**config.mk**
```make
export PLATFORM = sky130hd
export DESIGN_NAME = control_unit_v3_flat
export DESIGN_NICKNAME = d
export VERILOG_FILES = /design/src/rtl/control_unit_v3_if.sv /design/src/rtl/control_unit_v3.sv /design/src/flat_wrapper.sv
export SDC_FILE = /design/constraint.sdc
export NUM_CORES = 1
export LEC_CHECK = 0
export CAP_MARGIN = 15
export CORE_MARGIN = 5
export CORE_UTILIZATION = 40
export CTS_BUF_LIST = sky130_fd_sc_hd__clkbuf_4 sky130_fd_sc_hd__clkbuf_8 sky130_fd_sc_hd__clkbuf_16
export CTS_CLUSTER_DIAMETER = 60
export DETAILED_ROUTE_END_ITERATION = 10
export PLACE_DENSITY = 0.79
export SLEW_MARGIN = 20
export SYNTH_ARGS = -nofsm -noshare
export SYNTH_HDL_FRONTEND = slang
export SYNTH_SLANG_ARGS = --single-unit
export TNS_END_PERCENT = 20
```
**constraint.sdc**
```tcl
create_clock -name clk -period 2.4 [get_ports clk]
set_input_delay 0.6 -clock clk [delete_from_list [all_inputs] [get_ports clk]]
set_output_delay 0.6 -clock clk [all_outputs]
set_load 0.01 [all_outputs]
```
**src/rtl/control_unit_v3_if.sv**
```systemverilog
// control_unit_v3_if: bundles the instruction/PC inputs, the register-file
// handshake flags and every control output of control_unit_v3.
// master = the control unit, slave = the datapath / register file side.
interface control_unit_v3_if #(
    parameter int DATA_W = 8
);
    logic [3*DATA_W-1:0] command_word;
    logic [DATA_W-1:0]   pc_value;
    logic [1:0]          ReadyRegFlag;

    logic [DATA_W-1:0]   PC_load;
    logic                PC_inc;
    logic                PC_en;
    logic                MAR_load;
    logic                IR_load;
    logic [DATA_W-1:0]   write_data;
    logic [DATA_W-1:0]   ALU_sel;
    logic [DATA_W-1:0]   ADR_1;
    logic [DATA_W-1:0]   ADR_2;
    logic [DATA_W-1:0]   ADR_3;
    logic                regReadEnable;
    logic                regWriteEnable;
    logic                stack_overflow;
    logic                stack_underflow;
    logic                illegal_op;

    modport master (
        input  command_word, pc_value, ReadyRegFlag,
        output PC_load, PC_inc, PC_en, MAR_load, IR_load, write_data, ALU_sel,
               ADR_1, ADR_2, ADR_3, regReadEnable, regWriteEnable,
               stack_overflow, stack_underflow, illegal_op
    );

    modport slave (
        output command_word, pc_value, ReadyRegFlag,
        input  PC_load, PC_inc, PC_en, MAR_load, IR_load, write_data, ALU_sel,
               ADR_1, ADR_2, ADR_3, regReadEnable, regWriteEnable,
               stack_overflow, stack_underflow, illegal_op
    );
endinterface

```
**src/rtl/control_unit_v3.sv**
```systemverilog
// control_unit_v3: multi-cycle instruction sequencer (fetch / load IR /
// decode / register read / execute / writeback) with a register-file
// handshake and an optional return-address stack for CALL/RET.
// Optional feature macro: CU_CALL_STACK_EN. When undefined, no stack is
// built, CALL (0x1A) and RET (0x1B) decode as illegal, and both stack
// error flags are held at 0.
//
// state     | meaning
// FETCH     | strobe MAR with the PC
// LOAD_IR   | capture command_word, advance PC
// DECODE    | dispatch on the latched opcode, flag undefined opcodes
// READ      | register-file read request, wait for read-valid
// EXECUTE   | one-cycle PC redirect (JMP/CALL/RET)
// WRITEBACK | register-file write request, wait for write-accept
//
// Outputs are decoded combinationally from current_state and the latched
// instruction, and forced low while rst is high so reset clears them at once.
module control_unit_v3 #(
    parameter int DATA_W      = 8,
    parameter int STACK_DEPTH = 4
) (
    input  logic               clk,
    input  logic               rst,
    control_unit_v3_if.master  bus
);
    typedef enum logic [2:0] {
        FETCH     = 3'd0,
        LOAD_IR   = 3'd1,
        DECODE    = 3'd2,
        READ      = 3'd3,
        EXECUTE   = 3'd4,
        WRITEBACK = 3'd5
    } state_t;

    localparam logic [DATA_W-1:0] OP_NOP  = DATA_W'(8'h00);
    localparam logic [DATA_W-1:0] OP_STR  = DATA_W'(8'h01);
    localparam logic [DATA_W-1:0] OP_ADD  = DATA_W'(8'h03);
    localparam logic [DATA_W-1:0] OP_SUB  = DATA_W'(8'h04);
    localparam logic [DATA_W-1:0] OP_JMP  = DATA_W'(8'h19);
    localparam logic [DATA_W-1:0] OP_MOV  = DATA_W'(8'h1C);

    localparam logic [DATA_W-1:0] ALU_PASS = DATA_W'(8'h00);
    localparam logic [DATA_W-1:0] ALU_ADD  = DATA_W'(8'h01);
    localparam logic [DATA_W-1:0] ALU_SUB  = DATA_W'(8'h02);

    state_t              current_state;
    logic [DATA_W-1:0]   r_opcode;
    logic [DATA_W-1:0]   r_op1;
    logic [DATA_W-1:0]   r_op2;
    logic                w_legal;

`ifdef CU_CALL_STACK_EN
    localparam logic [DATA_W-1:0] OP_CALL = DATA_W'(8'h1A);
    localparam logic [DATA_W-1:0] OP_RET  = DATA_W'(8'h1B);
    localparam int AW  = $clog2(STACK_DEPTH);
    localparam int SPW = AW + 1;

    logic [DATA_W-1:0]   r_stack [STACK_DEPTH];
    logic [SPW-1:0]      r_sp;
    logic                r_ovf;
    logic                r_unf;
    logic                w_full;
    logic                w_empty;
    logic [AW-1:0]       w_push_idx;
    logic [AW-1:0]       w_top_idx;

    assign w_full     = (r_sp == SPW'(STACK_DEPTH));
    assign w_empty    = (r_sp == '0);
    assign w_push_idx = AW'(r_sp);
    assign w_top_idx  = AW'(r_sp - SPW'(1));

    assign w_legal = (r_opcode == OP_NOP) || (r_opcode == OP_STR) ||
                     (r_opcode == OP_ADD) || (r_opcode == OP_SUB) ||
                     (r_opcode == OP_MOV) || (r_opcode == OP_JMP) ||
                     (r_opcode == OP_CALL) || (r_opcode == OP_RET);

    assign bus.stack_overflow  = r_ovf;
    assign bus.stack_underflow = r_unf;

    // Return stack: push pc_value on CALL, pop on RET; full/empty set sticky flags instead.
    always_ff @(posedge clk or posedge rst) begin
        if (rst) begin
            r_sp  <= '0;
            r_ovf <= 1'b0;
            r_unf <= 1'b0;
            for (int i = 0; i < STACK_DEPTH; i++) begin
                r_stack[i] <= '0;
            end
        end else if (current_state == EXECUTE) begin
            if (r_opcode == OP_CALL) begin
                if (w_full) begin
                    r_ovf <= 1'b1;
                end else begin
                    r_stack[w_push_idx] <= bus.pc_value;
                    r_sp                <= r_sp + SPW'(1);
                end
            end else if (r_opcode == OP_RET) begin
                if (w_empty) begin
                    r_unf <= 1'b1;
                end else begin
                    r_sp <= r_sp - SPW'(1);
                end
            end
        end
    end
`else
    logic w_unused_pc;

    assign w_unused_pc = ^bus.pc_value;

    assign w_legal = (r_opcode == OP_NOP) || (r_opcode == OP_STR) ||
                     (r_opcode == OP_ADD) || (r_opcode == OP_SUB) ||
                     (r_opcode == OP_MOV) || (r_opcode == OP_JMP);

    assign bus.stack_overflow  = 1'b0;
    assign bus.stack_underflow = 1'b0;
`endif

    // Sequencer state and instruction latch (command_word is only sampled in LOAD_IR).
    always_ff @(posedge clk or posedge rst) begin
        if (rst) begin
            current_state <= FETCH;
            r_opcode      <= '0;
            r_op1         <= '0;
            r_op2         <= '0;
        end else begin
            case (current_state)
                FETCH: current_state <= LOAD_IR;
                LOAD_IR: begin
                    r_opcode      <= bus.command_word[3*DATA_W-1 -: DATA_W];
                    r_op1         <= bus.command_word[2*DATA_W-1 -: DATA_W];
                    r_op2         <= bus.command_word[DATA_W-1:0];
                    current_state <= DECODE;
                end
                DECODE: begin
                    case (r_opcode)
                        OP_STR:                 current_state <= WRITEBACK;
                        OP_ADD, OP_SUB, OP_MOV: current_state <= READ;
                        OP_JMP:                 current_state <= EXECUTE;
`ifdef CU_CALL_STACK_EN
                        OP_CALL, OP_RET:        current_state <= EXECUTE;
`endif
                        default:                current_state <= FETCH;
                    endcase
                end
                READ: begin
                    if (bus.ReadyRegFlag[0]) current_state <= WRITEBACK;
                end
                WRITEBACK: begin
                    if (bus.ReadyRegFlag[1]) current_state <= FETCH;
                end
                EXECUTE: current_state <= FETCH;
                default: current_state <= FETCH;
            endcase
        end
    end

    // Control outputs decoded from state and latched instruction; all low during reset.
    always_comb begin
        bus.PC_load        = '0;
        bus.PC_inc         = 1'b0;
        bus.PC_en          = 1'b0;
        bus.MAR_load       = 1'b0;
        bus.IR_load        = 1'b0;
        bus.write_data     = '0;
        bus.ALU_sel        = ALU_PASS;
        bus.ADR_1          = '0;
        bus.ADR_2          = '0;
        bus.ADR_3          = '0;
        bus.regReadEnable  = 1'b0;
        bus.regWriteEnable = 1'b0;
        bus.illegal_op     = 1'b0;
        if (!rst) begin
            case (current_state)
                FETCH: bus.MAR_load = 1'b1;
                LOAD_IR: begin
                    bus.IR_load = 1'b1;
                    bus.PC_inc  = 1'b1;
                    bus.PC_en   = 1'b1;
                end
                DECODE: bus.illegal_op = !w_legal;
                READ: begin
                    bus.regReadEnable = 1'b1;
                    bus.ADR_1         = r_op1;
                    bus.ADR_2         = (r_opcode == OP_MOV) ? '0 : r_op2;
                end
                WRITEBACK: begin
                    bus.regWriteEnable = 1'b1;
                    case (r_opcode)
                        OP_STR: begin
                            bus.ADR_3      = r_op1;
                            bus.write_data = r_op2;
                        end
                        OP_ADD: begin
                            bus.ADR_3   = r_op1;
                            bus.ALU_sel = ALU_ADD;
                        end
                        OP_SUB: begin
                            bus.ADR_3   = r_op1;
                            bus.ALU_sel = ALU_SUB;
                        end
                        OP_MOV: begin
                            bus.ADR_3   = r_op2;
                            bus.ALU_sel = ALU_PASS;
                        end
                        default: ;
                    endcase
                end
                EXECUTE: begin
                    case (r_opcode)
                        OP_JMP: begin
                            bus.PC_load = r_op2;
                            bus.PC_en   = 1'b1;
                        end
`ifdef CU_CALL_STACK_EN
                        OP_CALL: begin
                            if (!w_full) begin
                                bus.PC_load = r_op2;
                                bus.PC_en   = 1'b1;
                            end
                        end
                        OP_RET: begin
                            if (!w_empty) begin
                                bus.PC_load = r_stack[w_top_idx];
                                bus.PC_en   = 1'b1;
                            end
                        end
`endif
                        default: ;
                    endcase
                end
                default: ;
            endcase
        end
    end
endmodule

```
**src/flat_wrapper.sv**
```systemverilog
// flat-port wrapper written by rule: the top's interface ports become plain ports
module control_unit_v3_flat 
#(
    parameter int DATA_W      = 8,
    parameter int STACK_DEPTH = 4
)
  (clk, rst, bus_command_word, bus_pc_value, bus_ReadyRegFlag, bus_PC_load, bus_PC_inc, bus_PC_en, bus_MAR_load, bus_IR_load, bus_write_data, bus_ALU_sel, bus_ADR_1, bus_ADR_2, bus_ADR_3, bus_regReadEnable, bus_regWriteEnable, bus_stack_overflow, bus_stack_underflow, bus_illegal_op);
  control_unit_v3_if #(.DATA_W(DATA_W)) bus_i ();
  input  logic clk;
  input  logic rst;
  input wire logic [$bits(bus_i.command_word)-1:0] bus_command_word;
  input wire logic [$bits(bus_i.pc_value)-1:0] bus_pc_value;
  input wire logic [$bits(bus_i.ReadyRegFlag)-1:0] bus_ReadyRegFlag;
  output wire logic [$bits(bus_i.PC_load)-1:0] bus_PC_load;
  output wire logic [$bits(bus_i.PC_inc)-1:0] bus_PC_inc;
  output wire logic [$bits(bus_i.PC_en)-1:0] bus_PC_en;
  output wire logic [$bits(bus_i.MAR_load)-1:0] bus_MAR_load;
  output wire logic [$bits(bus_i.IR_load)-1:0] bus_IR_load;
  output wire logic [$bits(bus_i.write_data)-1:0] bus_write_data;
  output wire logic [$bits(bus_i.ALU_sel)-1:0] bus_ALU_sel;
  output wire logic [$bits(bus_i.ADR_1)-1:0] bus_ADR_1;
  output wire logic [$bits(bus_i.ADR_2)-1:0] bus_ADR_2;
  output wire logic [$bits(bus_i.ADR_3)-1:0] bus_ADR_3;
  output wire logic [$bits(bus_i.regReadEnable)-1:0] bus_regReadEnable;
  output wire logic [$bits(bus_i.regWriteEnable)-1:0] bus_regWriteEnable;
  output wire logic [$bits(bus_i.stack_overflow)-1:0] bus_stack_overflow;
  output wire logic [$bits(bus_i.stack_underflow)-1:0] bus_stack_underflow;
  output wire logic [$bits(bus_i.illegal_op)-1:0] bus_illegal_op;
  assign bus_i.command_word = bus_command_word;
  assign bus_i.pc_value = bus_pc_value;
  assign bus_i.ReadyRegFlag = bus_ReadyRegFlag;
  assign bus_PC_load = bus_i.PC_load;
  assign bus_PC_inc = bus_i.PC_inc;
  assign bus_PC_en = bus_i.PC_en;
  assign bus_MAR_load = bus_i.MAR_load;
  assign bus_IR_load = bus_i.IR_load;
  assign bus_write_data = bus_i.write_data;
  assign bus_ALU_sel = bus_i.ALU_sel;
  assign bus_ADR_1 = bus_i.ADR_1;
  assign bus_ADR_2 = bus_i.ADR_2;
  assign bus_ADR_3 = bus_i.ADR_3;
  assign bus_regReadEnable = bus_i.regReadEnable;
  assign bus_regWriteEnable = bus_i.regWriteEnable;
  assign bus_stack_overflow = bus_i.stack_overflow;
  assign bus_stack_underflow = bus_i.stack_underflow;
  assign bus_illegal_op = bus_i.illegal_op;
  control_unit_v3 #(.DATA_W(DATA_W), .STACK_DEPTH(STACK_DEPTH)) u_core (.clk(clk), .rst(rst), .bus(bus_i));
endmodule
```
==> results.toml, run 1 <==
[routing]
avgViaCountPerCell = 5.29
postRouteWirelength_um = 5740
ant_nets = 0
drt-initial-drc-count = 131
route.detailed.drc = 0
num_vias = 1841
wl_per_cell_um = 16.5
dr.pass1.iters = 4

[synth]
yosysMostFrequentCell = "and2_1"
netlist_area_mm2 = 0.00180
synth_commonest_cells = "and2_1, dfrtp_1, mux2_2"
yosys.cell_types.count = 38
ys_async_sr_fraction = 1.00
avgSynthCellArea_um2 = 9.85
synth_top_area_share = 0.375
ys_top_cells_by_area = "dfrtp_1, mux2_2, and2_1, buf_4, o2111ai_1"
synth-warning-count = 0
ys_ff_latch = 27
ys_seq_area_frac = 0.375
syn_inst = 183
synth_edf_count = 0
yosysTopAreaCell = "dfrtp_1"
synthFlopType = "dfrtp_1"

[placed_design]
hpwl_um = 3990
io_buffer_count = 76
dpl_cell_area_mm2 = 0.00279
gp_routability_congestion = 0.883

[floorplanning]
die_height_um = 77.1
die_w_um = 77.1
core_mm2 = 0.00435
initial_core_util = 0.414
dieArea_mm2 = 0.00595
fp-row-count = 24
io_pins = 93

[status]
violations = "negative setup slack"
status = "finished with violations"

[timing]
period_needed_ns = 2.60
fmaxAchievable_ghz = 0.385
fin_skew_ns = 0.00740
fin_ws_ns = -0.196
rsz0062_at_grt = "true"
setup_violations = 27
period_share = 1.08
tns_ns = -1.97
hold_violations = 0
drv_slew = 0

[global_route]
grt_pass1_vias = 1861
antenna_found_initial = 0
gr-total-overflow = 0
track_usage = 0.193
grt_pass1_wl_um = 9490
grt_max_degree = 26

[final_layout]
num_antenna_cells = 0
nets = 333
drive_gt1_frac = 0.493
utilization = 0.678
final_cell_area_mm2 = 0.00295
area.growth.synth_to_final_pct = 63.8

[clock_tree]
root_buffer = "clkbuf_8"
clk_pin_slew_ns = 0.10
clk_latency_ns = 0.28
cts_max_path_buffers = 2
cts_num_sinks = 27
numCtsBuffers = 3
holdBufCountCts = 0
htreeDepth = 1
cts_tree = "built"

[job]
maxCapViolations = 0

[critical_path]
end_kind = "primary output"
arrival_ns = 2.00
cp_max_fo = 4
startpoint_type = "input port"
path_class = "in2out"
required_ns = 1.80

[power_and_ir_drop]
ir_worst_vdd_mv = 0.427
p_leak_nw = 1.35
power.density_mw_per_mm2 = 998

[min_path]
hp-class = "in2async"
==> layout make-up <==
cell class / count / area (µm²)
clock buffers: 3 / 41.3
clock inverters: 1 / 5.00
fillers: 338 / 1400
inverters: 8 / 33.8
multi-input cells: 134 / 1090
flip-flops and latches: 27 / 677
well taps: 52 / 65.1
repair buffers: 122 / 1030
repair inverters: 1 / 7.51
==> cells in the final DEF (no fill, tap or decap), types with 3 or more instances in the layout <==
cell and instances:
clkbuf_8 3, inv_1 7, clkbuf_2 14, buf_2 21, and2_1 25, a21oi_1 9, buf_4 33, o2111ai_1 7
mux2_2 22, nand3_1 4, buf_6 21, nor2_1 4, dfrtp_1 26, nand4_1 9, clkdlybuf4s50_1 26, nand2_1 4
and2_4 9, conb_1 8
==> worst paths after layout <==
check                                                       to                           startpoint  cells after the start  slack, ns
max in group asynchronous       u_core.r_opcode[3]$_DFFE_PP0N_                                  rst                      4       1.63
min in group clk                   u_core.r_op1[2]$_DFFE_PP0N_          u_core.r_op1[2]$_DFFE_PP0N_                      1       0.55
min                        u_core.current_state[0]$_DFFE_PP0P_                                  rst                      4       0.50
max                                             bus_PC_load[1]                                  rst                      8      -0.20
min reg2reg                        u_core.r_op1[2]$_DFFE_PP0N_          u_core.r_op1[2]$_DFFE_PP0N_                      1       0.55
max reg2reg                     u_core.r_opcode[5]$_DFFE_PP0N_  u_core.current_state[2]$_DFFE_PP0P_                      6       0.57
==> stage by stage <==
| stage | hold slack [ns] | setup WS, ns | power [mW] | std cells |
|---|---|---|---|---|
| 2_1_floorplan | 0.494 | 0.138 | 1.82 | 190 |
| 4_1_cts | 0.545 | -0.227 | 2.83 | 343 |
| 6_report | 0.499 | -0.196 | 2.94 | 348 |
| 3_5_place_dp | 0.524 | -0.738 | 2.48 | 329 |
| 5_1_grt | 0.533 | -0.253 | 3.14 | 348 |
| 3_3_place_gp | 0.519 | -0.688 | 2.43 | 329 |
==> routing by layer <==
layer  track usage  routed length, µm
met1         0.237               2330
met5             0                  0
met4        0.0619                135
met2         0.328               2850
met3        0.0492                429
==> power breakdown <==
group	switching (mW)	leakage, nW	internal, mW
Clock	0.151	0.0255	0.117
Combinational	0.791	1.01	0.944
Sequential	0.248	0.317	0.694
Total	1.19	1.35	1.75
==> kinds of logic (layout without fill, tap and decap cells) <==
kind of cell,count (synthesis),in the layout,synth area share
muxes,23,23,0.144
other,1,8,0.00208
AOI/OAI and AO/OA,28,28,0.109
buffers and inverters,29,135,0.0854
DFF,27,27,0.375
xor gates and xnor gates,1,1,0.00486
and+or+nand+nor,74,74,0.280
==> worst max-delay path, stage by stage <==
cell	delay, ns
buf_6	0.10
or3b_4	0.40
nor4_4	0.31
buf_4	0.16
buf_6	0.10
buf_6	0.09
and2_1	0.11
buf_2	0.12
==> timing repair <==
| action | in CTS | in global routing |
|---|---|---|
| setup endpoints to repair | 49 | 44 |
| cloned | 3 | 0 |
| pin swaps | 11 | 11 |
| gates resized for setup | 157 | 60 |
| buffers inserted | 7 | 5 |
==> sequential cells by signal, summed over array words and instances (netlist names) <==
signal	cells
u_core.r_op1	8
u_core.r_opcode	8
u_core.r_op2	8
u_core.current_state	3
Note: power is estimated with default switching activity, not from simulation.
==> run 2: changes to the inputs <==
--- a/config.mk
+++ b/config.mk
@@ -11,6 +11,7 @@
 export CTS_BUF_LIST = sky130_fd_sc_hd__clkbuf_4 sky130_fd_sc_hd__clkbuf_8 sky130_fd_sc_hd__clkbuf_16
 export CTS_CLUSTER_DIAMETER = 60
 export DETAILED_ROUTE_END_ITERATION = 10
+export GPL_ROUTABILITY_DRIVEN = 0
 export PLACE_DENSITY = 0.79
 export SLEW_MARGIN = 20
 export SYNTH_ARGS = -nofsm -noshare
==> results of run 2 <==
No change in the layout: final DEF, timing and power equal those of run 1.
